--- src/rtl/quick_mem_pkg.sv ---
// Shared types and defaults for the quick CPU memory responder.
// Holds the SERVE/LOAD state encoding and the address range check.
package quick_mem_pkg;

    typedef enum logic {
        SERVE = 1'b0,
        LOAD  = 1'b1
    } state_t;

    localparam int         DEFAULT_DEPTH = 32;
    localparam logic [7:0] DEFAULT_FILL  = 8'h00;

    function automatic logic in_range(input logic [7:0] addr, input int depth);
        return int'(addr) < depth;
    endfunction

endpackage

--- src/rtl/quick_mem_loader.sv ---
// Byte-serial loader FSM: fills the memory from address 0 upward and
// reports completion. Drives a write port toward the memory array.
module quick_mem_loader
    import quick_mem_pkg::*;
#(
    parameter int DEPTH = DEFAULT_DEPTH,
    parameter int AW    = $clog2(DEPTH)
) (
    input  logic          clk,
    input  logic          rst_n,
    input  logic          ld_start,
    input  logic          ld_valid,
    input  logic [7:0]    ld_data,
    output logic          ld_ready,
    output logic          ld_done,
    output logic          busy,
    output logic          wr_en,
    output logic [AW-1:0] wr_addr,
    output logic [7:0]    wr_data
);

    localparam logic [AW-1:0] LAST = AW'(DEPTH - 1);

    state_t        state;
    logic [AW-1:0] ptr;

    always_ff @(posedge clk or negedge rst_n) begin
        if (!rst_n) begin
            state    <= SERVE;
            ptr      <= '0;
            ld_ready <= 1'b0;
            ld_done  <= 1'b0;
        end else begin
            ld_done <= 1'b0;
            case (state)
                SERVE: begin
                    if (ld_start) begin
                        state    <= LOAD;
                        ptr      <= '0;
                        ld_ready <= 1'b1;
                    end
                end
                LOAD: begin
                    // A restart takes priority over a byte offered on the same edge.
                    if (ld_start) begin
                        ptr <= '0;
                    end else if (ld_valid) begin
                        ptr <= ptr + AW'(1);
                        if (ptr == LAST) begin
                            state    <= SERVE;
                            ld_ready <= 1'b0;
                            ld_done  <= 1'b1;
                        end
                    end
                end
            endcase
        end
    end

    assign busy    = (state == LOAD);
    assign wr_en   = busy & ld_valid & ~ld_start;
    assign wr_addr = ptr;
    assign wr_data = ld_data;

endmodule

--- src/rtl/quick_mem_responder.sv ---
// Memory-side responder for the quick CPU byte bus: flop-based byte memory
// with one-cycle read latency, CPU writes, and a byte-serial loader.
module quick_mem_responder
    import quick_mem_pkg::*;
#(
    parameter int         DEPTH = DEFAULT_DEPTH,
    parameter logic [7:0] FILL  = DEFAULT_FILL
) (
    input  logic       clk,
    input  logic       rst_n,
    input  logic [7:0] mem_addr,
    input  logic       mem_rd,
    input  logic       mem_wr,
    input  logic [7:0] mem_wdata,
    output logic [7:0] mem_rdata,
    output logic       mem_rvalid,
    input  logic       ld_start,
    input  logic       ld_valid,
    input  logic [7:0] ld_data,
    output logic       ld_ready,
    output logic       ld_done,
    output logic       oob_err
);

    localparam int AW = $clog2(DEPTH);

    logic          busy;
    logic          ld_we;
    logic [AW-1:0] ld_addr;
    logic [7:0]    ld_wdata;

    logic [7:0]    mem [DEPTH];
    logic [AW-1:0] idx;
    logic          addr_ok;
    logic          cpu_we;
    logic          mem_we;
    logic [AW-1:0] we_addr;
    logic [7:0]    we_data;

    quick_mem_loader #(
        .DEPTH (DEPTH),
        .AW    (AW)
    ) u_loader (
        .clk      (clk),
        .rst_n    (rst_n),
        .ld_start (ld_start),
        .ld_valid (ld_valid),
        .ld_data  (ld_data),
        .ld_ready (ld_ready),
        .ld_done  (ld_done),
        .busy     (busy),
        .wr_en    (ld_we),
        .wr_addr  (ld_addr),
        .wr_data  (ld_wdata)
    );

    assign idx     = mem_addr[AW-1:0];
    assign addr_ok = in_range(mem_addr, DEPTH);
    assign cpu_we  = mem_wr & ~busy & addr_ok;

    always_comb begin
        mem_we  = 1'b0;
        we_addr = idx;
        we_data = mem_wdata;
        if (ld_we) begin
            mem_we  = 1'b1;
            we_addr = ld_addr;
            we_data = ld_wdata;
        end else if (cpu_we) begin
            mem_we = 1'b1;
        end
    end

    always_ff @(posedge clk or negedge rst_n) begin
        if (!rst_n) begin
            for (int i = 0; i < DEPTH; i++) begin
                mem[i] <= 8'h00;
            end
        end else if (mem_we) begin
            mem[we_addr] <= we_data;
        end
    end

    // Read path samples the pre-write array, so a same-edge rd+wr returns the old byte.
    always_ff @(posedge clk or negedge rst_n) begin
        if (!rst_n) begin
            mem_rdata  <= 8'h00;
            mem_rvalid <= 1'b0;
        end else begin
            mem_rvalid <= 1'b0;
            if (mem_rd) begin
                if (busy) begin
                    mem_rdata <= FILL;
                end else begin
                    mem_rvalid <= 1'b1;
                    mem_rdata  <= addr_ok ? mem[idx] : FILL;
                end
            end
        end
    end

    always_ff @(posedge clk or negedge rst_n) begin
        if (!rst_n) begin
            oob_err <= 1'b0;
        end else if (ld_start) begin
            oob_err <= 1'b0;
        end else if (~busy & (mem_rd | mem_wr) & ~addr_ok) begin
            oob_err <= 1'b1;
        end
    end

endmodule

--- config.mk ---
export PLATFORM = sky130hd
export DESIGN_NAME = quick_mem_responder
export DESIGN_NICKNAME = d
export VERILOG_FILES = /design/src/rtl/quick_mem_pkg.sv /design/src/rtl/quick_mem_loader.sv /design/src/rtl/quick_mem_responder.sv
export SDC_FILE = /design/constraint.sdc
export NUM_CORES = 1
export LEC_CHECK = 0
export CAP_MARGIN = 20
export CORE_MARGIN = 8
export CORE_UTILIZATION = 24
export CTS_CLUSTER_DIAMETER = 100
export DETAILED_ROUTE_END_ITERATION = 12
export PLACE_DENSITY = 0.45
export SETUP_SLACK_MARGIN = 0.5
export SYNTH_ARGS = -nofsm -noshare
export SYNTH_HDL_FRONTEND = slang
export SYNTH_SLANG_ARGS = --single-unit
--- constraint.sdc ---
create_clock -name clk -period 3.2 [get_ports clk]
set_input_delay 0.48 -clock clk [delete_from_list [all_inputs] [get_ports clk]]
set_output_delay 0.48 -clock clk [all_outputs]
set_load 0.01 [all_outputs]
# == Word-level counts from Yosys, hierarchy flattened ==
# Index checks and enable logic that the tools add are counted.
# word_totals
ff_bits,274
ram_bits,0
elab_cells,100
memories,0
input_bits,30
latchBits,0
rom_bits,0
# classes
bitwise_logic,12
multipliers,0
n_div,0
add_sub_neg,1
n_eq_ne,6
reduce_logical,4
shifts,0
mux,34
n_lt_le_gt_ge,4
# ops
op,count
256-bit bitwise mux,1
8-bit two-way mux,6
8-bit binary-select mux with 5-bit select,1
8-bit demux with 5-bit select,1
5-bit two-way mux,4
1-bit two-way mux,18
"6-bit >= comparator, second input constant",2
5-bit inverter with 6-bit output,2
5-bit one-hot mux with 2 select lines,1
"8-bit by 6-bit less-than comparator with 1-bit output, second input constant",1
"2-bit inequality test, second input constant",4
1-bit bitwise AND,6
"6-bit by 1-bit less-than comparator with 1-bit output, second input constant",1
"5-bit by 1-bit adder with 5-bit output, second input constant",1
"5-bit == test, second input constant",1
1-bit one-hot mux with 2 select lines,2
4-bit AND reduction,1
"3-bit inequality test, second input constant",1
1-bit inverter,3
2-bit AND reduction,1
2-bit nonzero test,1
1-bit logical AND,1
1-bit OR,1

# == Logic depth before layout (Yosys ltp) ==
# logic_depth
ltp_word,9
mapped_depth,9
mapped_depth_nobuf,5

# == Cells and area by module ==
# Synthesis repeated with hierarchy kept, for this count alone.
# unflattened
hier_cells,973
area_unflattened_um2,13042.5
# modules_own_cells
mod,cells_each,n_inst,area_each_um2
quick_mem_responder,929,1,12620.9
quick_mem_loader,44,1,421.7

# == Least setup slack after synthesis ==
# Ideal clock, no wire load.
# synth_timing
path_type,input -> register
startpoint,input port ld_start
endpoint,register mem[200] (netlist name)
n_path_buf,2
cell_stages,6
t_arrival_ns,2.294
slack_ns,0.781
path_cell_list,buf_2 > nand3b_4 > mux2_2 > buf_2 > nor4_4 > mux2_2
# synth_via
elab_chain_len,9
word_cells_on_any_way,12
cone_classes,2 x order compare; 6 x mux; 3 x bitwise; 1 x reduce/logical
# synth_rtl
element,line_no,rtl
start: declaration,quick_mem_responder.sv:17,"input logic ld_start,"
1-bit inverter (*),quick_mem_loader.sv:61,assign wr_en = busy & ld_valid & ~ld_start;
1-bit bitwise AND (*),quick_mem_loader.sv:61,
5-bit two-way mux,quick_mem_responder.sv:65,if (ld_we) begin
5-bit inverter with 6-bit output (implied by the code),quick_mem_responder.sv:80,mem[we_addr] <= we_data;
6-bit >= comparator (implied by the code) or 6-bit by 1-bit less-than comparator with 1-bit output (tied branches),quick_mem_responder.sv:80,
1-bit logical AND (implied by the code),quick_mem_responder.sv:80,
8-bit two-way mux (implied by the code),quick_mem_responder.sv:80,
8-bit demux with 5-bit select,quick_mem_responder.sv:80,
256-bit bitwise mux,quick_mem_responder.sv:80,
end signal: indexed assignment,quick_mem_responder.sv:80,
end: declaration,quick_mem_responder.sv:32,logic [7:0] mem [DEPTH];
# Mark *: on every way between the ends. The rest lies on a longest branch, timed or not.
# A chain may end at the register's enable or synchronous reset.

# == Worst setup path in the final report ==
# layout_timing
startpoint,"register u_loader.state, in the netlist u_loader.busy"
endpoint,register mem[13] (netlist name)
# layout_via
elab_chain_len,9
word_cells_on_any_way,16
cone_classes,2 x order compare; 7 x mux; 6 x bitwise; 1 x reduce/logical
# layout_rtl
element,line_no,rtl
start: declaration,quick_mem_loader.sv:24,state_t state;
start signal: assignment,quick_mem_loader.sv:29,state <= SERVE;
start signal: assignment,quick_mem_loader.sv:38,state <= LOAD;
start signal: assignment,quick_mem_loader.sv:50,state <= SERVE;
1-bit bitwise AND (2 in series),quick_mem_loader.sv:61,
5-bit two-way mux,quick_mem_responder.sv:65,
5-bit inverter with 6-bit output (implied by the code),quick_mem_responder.sv:80,
6-bit >= comparator (implied by the code) or 6-bit by 1-bit less-than comparator with 1-bit output (tied branches),quick_mem_responder.sv:80,
1-bit logical AND (implied by the code),quick_mem_responder.sv:80,
8-bit two-way mux (implied by the code),quick_mem_responder.sv:80,
8-bit demux with 5-bit select,quick_mem_responder.sv:80,
256-bit bitwise mux,quick_mem_responder.sv:80,
# Parallel ways exist; a longest one is shown, timed or not.

==> results_dict.tcl <==
set metrics [dict create \
    status "finished, final reports clean" \
    numCtsBuffers 31 \
    fin_area_um2 15600 \
    dr.pass1.iters 4 \
    setup_viol_count_final 0 \
    timing.final.crit_share 0.788 \
    design.die.area_um2 61900 \
    gr-usage-all-layers 0.123 \
    synth_area_leader_cell "dfrtp_1" \
    synth_area_leaders "dfrtp_1 (53%), mux2_2 (13%), mux2i_1 (5.6%), mux4_2 (5.5%), a21oi_1 (2.9%)" \
    yosysSeqAreaShare 0.527 \
    synth_top_area_share 0.527 \
    cp.required_ns 3.64 \
    cts.repair.resized 0 \
    topRoutingLayerUsed "met4" \
    antenna_left 0 \
    p_total_mw 8.90 \
    ios 42 \
    worst_setup_path_end_kind "flip-flop" \
    chipHeight_um 249 \
    slowest_stage "mux2_2" \
    power.density_nw_per_um2 569 \
    fmaxAchievable_ghz 0.397 \
    yosysWarnings 0 \
    avgSynthCellArea_um2 12.6 \
    dr.first_iter.drc_count 519 \
    grt_max_degree 84 \
    hold_violations 0 \
    multi_input_area_um2 5800 \
    grt_pass1_wl_um 58900 \
    dr_wl_met3_um 1010 \
    start_util 0.242 \
    p_leak_nw 7.09 \
    htreeDepth 1 \
    yosys-top-cells-count "dfrtp_1 (274), mux2_2 (146), nand2_1 (98), a21oi_1 (75), mux2i_1 (73)" \
    synth_most_common_cell "dfrtp_1" \
    rsz0062_at_grt "false" \
    yosysUniqueCellTypes 50 \
    cp-start-kind "flip-flop" \
    worstSetupPathType "reg2reg" \
    clk_latency_ns 0.56 \
    synthCells 1036 \
    num_vias 8511 \
    async_flop_share 1.00 \
    tns_ns 0 \
    place_ws_ns 0.219 \
    hold_path.class "reg2reg" \
    maxCapViolations 0 \
    place_hpwl_um 24600 \
    rows 85 \
    synthesis.area_um2 13000 \
    drive_gt1_frac 0.306 \
    period_needed_ns 2.52 \
    drc 0 \
    slew_headroom 0.504 \
    diodes 0 \
    num-nets-final 1148 \
    crit_fanout 9 \
    cts-root-buf "clkbuf_16" \
    path_clk_slew_ns 0.06 \
    slew_violations 0 \
    path_cells "nand3b_4 > mux2_2 > buf_4 > nand3_1 > nor2_1 > buf_4 > mux2_2" \
    die_width_um 249 \
    grt_pass1_vias 8909 \
    synth-seq-cells 274 \
    peakVddDrop_uv 376 \
    gr-total-overflow 0 \
    wl_met1_um 18000 \
    synth_nets 1068 \
    wire_per_inst_um 20.9 \
    synth-main-ff-cell "dfrtp_1" \
    cp_slowest_stage_delay_ns 0.53 \
    arrival_ns 2.96 \
    syn_to_final_growth_pct 20.2 \
    antenna_found_initial 0 \
    fin_ws_ns 0.679 \
    wl_met2_um 18600 \
    tightest_slew_ns 0.744 \
    cts_tree "done" \
    clock_path_buffers 3 \
    synth_edf_count 0 \
    clock_sinks 274 \
    fin_skew_ns 0.00846 \
    regArea_um2 6860 \
    port-buffer-count 41 \
    viasPerCell 4.64 \
    totalWireLength_um 38500 \
    gp_congestion 0.767 \
    fillerInstances 5486 \
    core-area_um2 53700 \
    postPlaceCellArea_um2 14600 \
]
[placed cells by master, fill, tap and decap left out, types with 2 or more instances in the layout]
cell type,synthesis,final
nor3_2,3,3
nor2b_1,4,4
a2111oi_4,7,7
xor2_1,2,2
clkdlybuf4s50_1,0,38
a22o_1,15,15
and2_1,3,3
and3_1,2,2
nand3_1,6,6
buf_4,2,73
nor3_1,2,2
mux2_2,146,146
ha_1,2,2
mux2i_2,2,10
nand2b_1,2,2
clkbuf_1,35,10
nand2_1,98,98
dfrtp_1,274,274
a21oi_1,75,75
o221ai_1,7,7
a221oi_1,15,15
o2111ai_2,3,3
clkbuf_16,0,31
nand4_2,6,6
nor4_4,6,6
or3_1,2,2
mux4_2,32,32
o21ai_0,65,65
o22ai_1,8,8
nor2_1,64,64
mux2_1,7,7
mux2i_1,73,65
buf_12,0,6
o2111ai_1,5,5
clkbuf_8,0,10
clkinv_2,0,6
inv_1,11,11
[per-layer routing]
metal / global-route usage / vias up
met3: 0.0161 / 51
li1: - / 3953
met2: 0.207 / 113
met1: 0.165 / 4394
met5: 0 / -
met4: 0.0331 / 0
[through the flow]
stage	hold slack (ns)	utilization	cells
global placement	0.458	0.273	1778
CTS	0.483	0.291	1836
detailed placement	0.469	0.273	1778
floorplan	0.184	-	1036
global route	0.499	0.291	1836
finish	0.477	0.291	1836
[report_power, final]
| part | total [mW] | switching (mW) | internal [mW] |
|---|---|---|---|
| combinational | 1.33 | 0.718 | 0.611 |
| clock | 3.41 | 1.40 | 2.01 |
| sequential | 4.16 | 0.230 | 3.93 |
[sequential cells by signal, summed over array words and instances, names as in the netlist]
signal	flops
u_loader.ld_ready	1
mem	256
mem_rvalid	1
u_loader.busy	1
oob_err	1
u_loader.ld_done	1
mem_rdata	8
u_loader.wr_addr	5
[layout make-up]
cell class,count,share of cell area
clock buffer,51,0.0608
sequential,274,0.438
multi-input combinational,677,0.371
tap,696,0.0557
inverter,11,0.00264
timing repair buffer,121,0.0697
clock inverter,6,0.00192
[cells by family (layout without fill, tap and decap cells)]
| group | Yosys count | after routing | share of synthesized area |
|---|---|---|---|
| buffers and inverters | 85 | 189 | 0.0294 |
| AOI/OAI and AO/OA | 205 | 205 | 0.109 |
| and+or+nand+nor | 206 | 206 | 0.0821 |
| muxes | 262 | 262 | 0.249 |
| adders and majority gates | 2 | 2 | 0.00192 |
| xor gates and xnor gates | 2 | 2 | 0.00135 |
| DFF | 274 | 274 | 0.527 |
[timing repair]
action | CTS | global route
setup buffers | 0 | 0
hold buffers | 1 | 0
endpoints found under the hold margin | 79 | 0
endpoints found under the setup margin | 0 | 0
[worst max-delay path: cells and delay by family, from the launching register on]
kind          cells  cell delay, ns
mux               2            0.88
flops             1            0.52
buf+inv           2            0.48
simple gates      3            0.51
[path summary, 6_finish.rpt]
kind,slack [ns],startpoint,depth (start not counted),endpoint
hold / removal,0.48,mem[92],2,mem[92]
setup reg to reg,0.68,u_loader.busy,7,mem[13]
min in group asynchronous,0.54,rst_n,2,mem[200]
setup / recovery,0.68,u_loader.busy,7,mem[13]
hold reg to reg,0.48,mem[92],2,mem[92]
max in group asynchronous,1.80,rst_n,3,mem[120]
No activity file was read; power rests on OpenSTA's default activity.
